==> src/rtl/project_select_ctrl.sv <==
// Wishbone-programmable selector for per-project enables; at most one enable is ever high and
// every change passes through an all-off guard interval (break-before-make).
module project_select_ctrl #(
    parameter int          NUM_PROJECTS = 8,
    parameter int          GUARD_CYCLES = 4,
    parameter logic [31:0] BASE_ADDR    = 32'h3000_0000
) (
    input  logic                    wb_clk_i,
    input  logic                    wb_rst_i,
    input  logic                    wbs_cyc_i,
    input  logic                    wbs_stb_i,
    input  logic                    wbs_we_i,
    input  logic [3:0]              wbs_sel_i,
    input  logic [31:0]             wbs_adr_i,
    input  logic [31:0]             wbs_dat_i,
    output logic                    wbs_ack_o,
    output logic [31:0]             wbs_dat_o,
    output logic [NUM_PROJECTS-1:0] active_o,
    output logic                    busy_o
);

    // state  | meaning
    // IDLE   | enables reflect CUR; waiting for REQ to differ from CUR
    // DRAIN  | all enables off, guard counter running down
    // APPLY  | last guard cycle; REQ is copied to CUR at the closing edge
    typedef enum logic [1:0] {
        S_IDLE  = 2'd0,
        S_DRAIN = 2'd1,
        S_APPLY = 2'd2
    } state_t;

    state_t state, state_nxt;

    logic [7:0]              req_idx, req_idx_nxt;
    logic                    req_en, req_en_nxt;
    logic [7:0]              cur_idx, cur_idx_nxt;
    logic                    cur_en, cur_en_nxt;
    logic [7:0]              cnt, cnt_nxt;
    logic [7:0]              switch_cnt, switch_cnt_nxt;
    logic                    err;
    logic [NUM_PROJECTS-1:0] active_nxt;
    logic                    busy_nxt;

    logic        addr_match, wb_hit;
    logic        ctrl_wr, stat_wr, bad_req_wr;
    logic        eff_en, mismatch;
    logic [31:0] rdata;

    logic unused_inputs;
    assign unused_inputs = ^{wbs_dat_i[31:11], wbs_dat_i[9], wbs_sel_i[3:2], wbs_adr_i[1:0]};

    assign addr_match = (wbs_adr_i[31:4] == BASE_ADDR[31:4]);
    assign wb_hit     = wbs_cyc_i & wbs_stb_i & addr_match & ~wbs_ack_o;
    assign ctrl_wr    = wb_hit & wbs_we_i & (wbs_adr_i[3:2] == 2'd0);
    assign stat_wr    = wb_hit & wbs_we_i & (wbs_adr_i[3:2] == 2'd1);

    assign req_idx_nxt = (ctrl_wr & wbs_sel_i[0]) ? wbs_dat_i[7:0] : req_idx;
    assign req_en_nxt  = (ctrl_wr & wbs_sel_i[1]) ? wbs_dat_i[8]   : req_en;
    assign bad_req_wr  = ctrl_wr & req_en_nxt & (int'(req_idx_nxt) >= NUM_PROJECTS);

    // Out-of-range requests stay stored verbatim but act as a disable.
    assign eff_en   = req_en & (int'(req_idx) < NUM_PROJECTS);
    assign mismatch = (eff_en != cur_en) | (eff_en & (req_idx != cur_idx));

    always_comb begin
        rdata = 32'd0;
        case (wbs_adr_i[3:2])
            2'd0:    rdata = {23'd0, req_en, req_idx};
            2'd1:    rdata = {8'd0, switch_cnt, 5'd0, err, busy_o, cur_en, cur_idx};
            default: rdata = 32'd0;
        endcase
    end

    always_ff @(posedge wb_clk_i) begin
        if (wb_rst_i) begin
            wbs_ack_o <= 1'b0;
            wbs_dat_o <= 32'd0;
            req_idx   <= 8'd0;
            req_en    <= 1'b0;
            err       <= 1'b0;
        end else begin
            wbs_ack_o <= wb_hit;
            wbs_dat_o <= (wb_hit & ~wbs_we_i) ? rdata : 32'd0;
            req_idx   <= req_idx_nxt;
            req_en    <= req_en_nxt;
            if (bad_req_wr)
                err <= 1'b1;
            else if (stat_wr & wbs_sel_i[1] & wbs_dat_i[10])
                err <= 1'b0;
        end
    end

    always_ff @(posedge wb_clk_i) begin
        if (wb_rst_i) begin
            state      <= S_IDLE;
            cnt        <= 8'd0;
            cur_idx    <= 8'd0;
            cur_en     <= 1'b0;
            switch_cnt <= 8'd0;
            active_o   <= '0;
            busy_o     <= 1'b0;
        end else begin
            state      <= state_nxt;
            cnt        <= cnt_nxt;
            cur_idx    <= cur_idx_nxt;
            cur_en     <= cur_en_nxt;
            switch_cnt <= switch_cnt_nxt;
            active_o   <= active_nxt;
            busy_o     <= busy_nxt;
        end
    end

    always_comb begin
        state_nxt = state;
        case (state)
            S_IDLE: begin
                if (mismatch)
                    state_nxt = (GUARD_CYCLES == 1) ? S_APPLY : S_DRAIN;
            end
            S_DRAIN: begin
                if (cnt == 8'd1)
                    state_nxt = S_APPLY;
            end
            S_APPLY: state_nxt = S_IDLE;
            default: state_nxt = S_IDLE;
        endcase
    end

    // The guard counter holds the number of off-cycles still to run after the current one.
    always_comb begin
        cnt_nxt        = cnt;
        cur_idx_nxt    = cur_idx;
        cur_en_nxt     = cur_en;
        switch_cnt_nxt = switch_cnt;
        active_nxt     = active_o;
        busy_nxt       = busy_o;
        case (state)
            S_IDLE: begin
                if (mismatch) begin
                    active_nxt = '0;
                    busy_nxt   = 1'b1;
                    cnt_nxt    = 8'(GUARD_CYCLES - 1);
                end
            end
            S_DRAIN: begin
                cnt_nxt = cnt - 8'd1;
            end
            S_APPLY: begin
                cur_idx_nxt    = req_idx;
                cur_en_nxt     = eff_en;
                switch_cnt_nxt = switch_cnt + 8'd1;
                busy_nxt       = 1'b0;
                for (int i = 0; i < NUM_PROJECTS; i++)
                    active_nxt[i] = eff_en & (req_idx == 8'(i));
            end
            default: begin
                active_nxt = '0;
                busy_nxt   = 1'b0;
            end
        endcase
    end

endmodule

==> config.mk <==
export PLATFORM = sky130hd
export DESIGN_NAME = project_select_ctrl
export DESIGN_NICKNAME = d
export VERILOG_FILES = /design/src/rtl/project_select_ctrl.sv
export SDC_FILE = /design/constraint.sdc
export NUM_CORES = 1
export LEC_CHECK = 0
export CAP_MARGIN = 20
export CORE_MARGIN = 1
export CORE_UTILIZATION = 43
export DETAILED_ROUTE_END_ITERATION = 10
export PLACE_DENSITY = 0.84
export SLEW_MARGIN = 10
export SYNTH_ARGS = -nofsm -noshare
export SYNTH_HDL_FRONTEND = slang
export SYNTH_SLANG_ARGS = --single-unit
==> constraint.sdc <==
create_clock -name wb_clk_i -period 2.3 [get_ports wb_clk_i]
set_clock_uncertainty 0.2 [all_clocks]
set_input_delay 0.46 -clock wb_clk_i [delete_from_list [all_inputs] [get_ports wb_clk_i]]
set_output_delay 0.46 -clock wb_clk_i [all_outputs]
set_load 0.1 [all_outputs]
==> impl_metrics.env <==
export IMPL_place_hpwl_um=4894
export IMPL_grt_usage=0.1873
export IMPL_netlist_top_cells_area="dfxtp_1 45%, mux2i_1 6.5%, nor2_1 4.1%"
export IMPL_power_leakage_nw=1.563
export IMPL_layout_nets=477
export IMPL_antenna_found_initial=0
export IMPL_slowest_stage="or4_1"
export IMPL_crit_chain="clkdlybuf4s50_1, nor4_2, nand4_1, or2_4, or4_1, a21oi_2"
export IMPL_yosysSeqAreaShare=0.4528
export IMPL_core_area_um2=6459
export IMPL_max_cap_viol_count=0
export IMPL_synth_common_cells="66 x dfxtp_1, 32 x nor2_1, 28 x nand2_1, 19 x a21oi_1, 19 x mux2i_1"
export IMPL_start_util=0.4518
export IMPL_path_max_fanout=3
export IMPL_ir_worst_vdd_mv=0.4254
export IMPL_vias=2504
export IMPL_ys_flop_type="dfxtp_1"
export IMPL_yosysMostFrequentCell="dfxtp_1"
export IMPL_cts_clk_slew_worst_paths_ns=0.07
export IMPL_drv_slew=0
export IMPL_totalPowerFinal_mw=2.214
export IMPL_avgSynthCellArea_um2=9.292
export IMPL_grt_pass1_vias=2323
export IMPL_cts_root_buf="clkbuf_8"
export IMPL_synth_top_area_share=0.4528
export IMPL_grt_first_pass_wirelength_um=10710
export IMPL_whs_ns=0.2710
export IMPL_ys_async_sr_fraction=0
export IMPL_worst_endpoint_required_ns=2.37
export IMPL_hold_viol=0
export IMPL_fin_crit_ns=2.279
export IMPL_dp_worst_setup_slack_ns=-0.3323
export IMPL_die_w_um=84.38
export IMPL_synth_seq_cells=66
export IMPL_firstDrtPassIters=7
export IMPL_multi_input_area_um2=1470
export IMPL_synth_edf_count=0
export IMPL_viasPerCell=5.195
export IMPL_clockBufferDepth=2
export IMPL_port_buffers=75
export IMPL_startpoint_type="input pin"
export IMPL_syn_area_um2=2918
export IMPL_layout_worst_path_cycle_share=0.9907
export IMPL_cts_num_sinks=66
export IMPL_grt_start_max_net_pins=21
export IMPL_cpPeakStageDelay_ns=0.53
export IMPL_drtIter0Drc=139
export IMPL_wl_per_cell_um=14.02
export IMPL_final_seq_area_um2=1321
export IMPL_power_density_nw_per_um2=564.2
export IMPL_violations="DRC"
export IMPL_ff2ff_setup_slack_ns=0.15
export IMPL_drt_wl_total_um=6758
export IMPL_crit_type="input pin to register"
export IMPL_row_count=29
export IMPL_die_area_um2=7119
export IMPL_syn_to_final_growth_pct=34.52
export IMPL_ant_nets=0
export IMPL_post_route_drc_count=10
export IMPL_overflow=0
export IMPL_finalSetupViolations=0
export IMPL_ioPinCount=115
export IMPL_drive_above_1_share=0.1951
export IMPL_max_clock_freq_mhz=438.9
export IMPL_routabilityCongestion=0.8028
export IMPL_yosysWarnings=0
export IMPL_synthDistinctLibCells=49
export IMPL_clock_latency_ns=0.33
export IMPL_arrival_ns=2.35
export IMPL_htreeDepth=3
export IMPL_fill_cells=550
export IMPL_synth_cells=314
export IMPL_diodes=0
export IMPL_cp_end_kind="register"
export IMPL_hold_path_class="register to register"
export IMPL_cts_tree="built"
export IMPL_numCtsBuffers=9
export IMPL_yosys_area_top_type="dfxtp_1"
export IMPL_rsz0062_at_grt="yes"
export IMPL_setup_ws_ns=0.02148
export IMPL_status="complete, but fails checks"
export IMPL_cts_hold_buf=0
export IMPL_die_y_um=84.38
==> worst max-delay path, delay by kind of cell <==
kind | cells | cell delay [ns]
and+or+nand+nor | 4 | 1.28
AOI/OAI and AO/OA | 1 | 0.15
buffers and inverters | 1 | 0.45
==> placed cells by master, fill, tap and decap left out, types with 11 or more instances in the layout <==
cell type,Yosys,routed
dfxtp_1,66,66
clkdlybuf4s50_1,0,46
buf_4,13,45
nor2_1,32,31
nand2_1,28,28
mux2i_1,19,19
a21oi_1,19,18
conb_1,1,13
and3_1,11,11
clkbuf_8,0,11
==> sequential cells by signal (all words and copies together) (netlist names), 2 cells and up <==
name,count
cnt,8
switch_cnt,8
active_o,8
wbs_dat_o,19
state,2
cur_idx,8
req_idx,8
==> metal layers <==
metal | track usage | share of wire | vias to the layer above
li1 | - | - | 1252
met1 | 0.2311 | 0.44 | 1168
met2 | 0.3219 | 0.49 | 76
met3 | 0.05605 | 0.059 | 8
met4 | 0.04622 | 0.0090 | 0
met5 | 0 | 0 | -
==> final cells by class <==
cell class,count,area share
inverter,10,0.009563
multi-input combinational,221,0.3746
clock inverter,3,0.003825
clock buffer,12,0.03953
timing repair buffer,93,0.2113
tap,77,0.02455
sequential,66,0.3366
==> power breakdown <==
group          internal, mW    switching, mW
clock network         0.439            0.402
logic                0.0900            0.141
registers              1.14  0.0000000000723
==> through the flow <==
stage / cells / util / TNS, ns / area, µm²
3_3_place_gp: 467 / 0.5769 / -6.179 / 3726
3_5_place_dp: 467 / 0.5769 / -7.616 / 3726
4_1_cts: 482 / 0.6033 / 0 / 3896
6_report: 482 / 0.6077 / 0 / 3925
5_1_grt: 482 / 0.6077 / -0.1746 / 3925
2_1_floorplan: 326 / - / 0 / 2963
==> worst paths after layout <==
kind,startpoint,to,depth (start not counted)
setup reg to reg,req_idx[4]$_SDFF_PP0_,active_o[1]$_SDFFE_PP0P_,5
setup / recovery,wbs_adr_i[16],err$_SDFFE_PP0P_,6
hold / removal,active_o[5]$_SDFFE_PP0P_,active_o[5]$_SDFFE_PP0P_,1
hold reg to reg,active_o[5]$_SDFFE_PP0P_,active_o[5]$_SDFFE_PP0P_,1
==> repair_timing <==
item	in CTS	in global routing
setup buffers	0	0
endpoints found under the setup margin	0	22
resized for setup	0	6
==> cells by family after synthesis <==
kind of cell               share of synthesized area
and+or+nand+nor                               0.2539
DFF                                           0.4528
AOI/OAI and AO/OA                             0.1106
buffers and inverters                        0.06732
muxes                                        0.06518
xor gates and xnor gates                     0.03602
adders and majority gates                    0.01287
other                                       0.001285
Note: power is estimated with default switching activity, not from simulation.
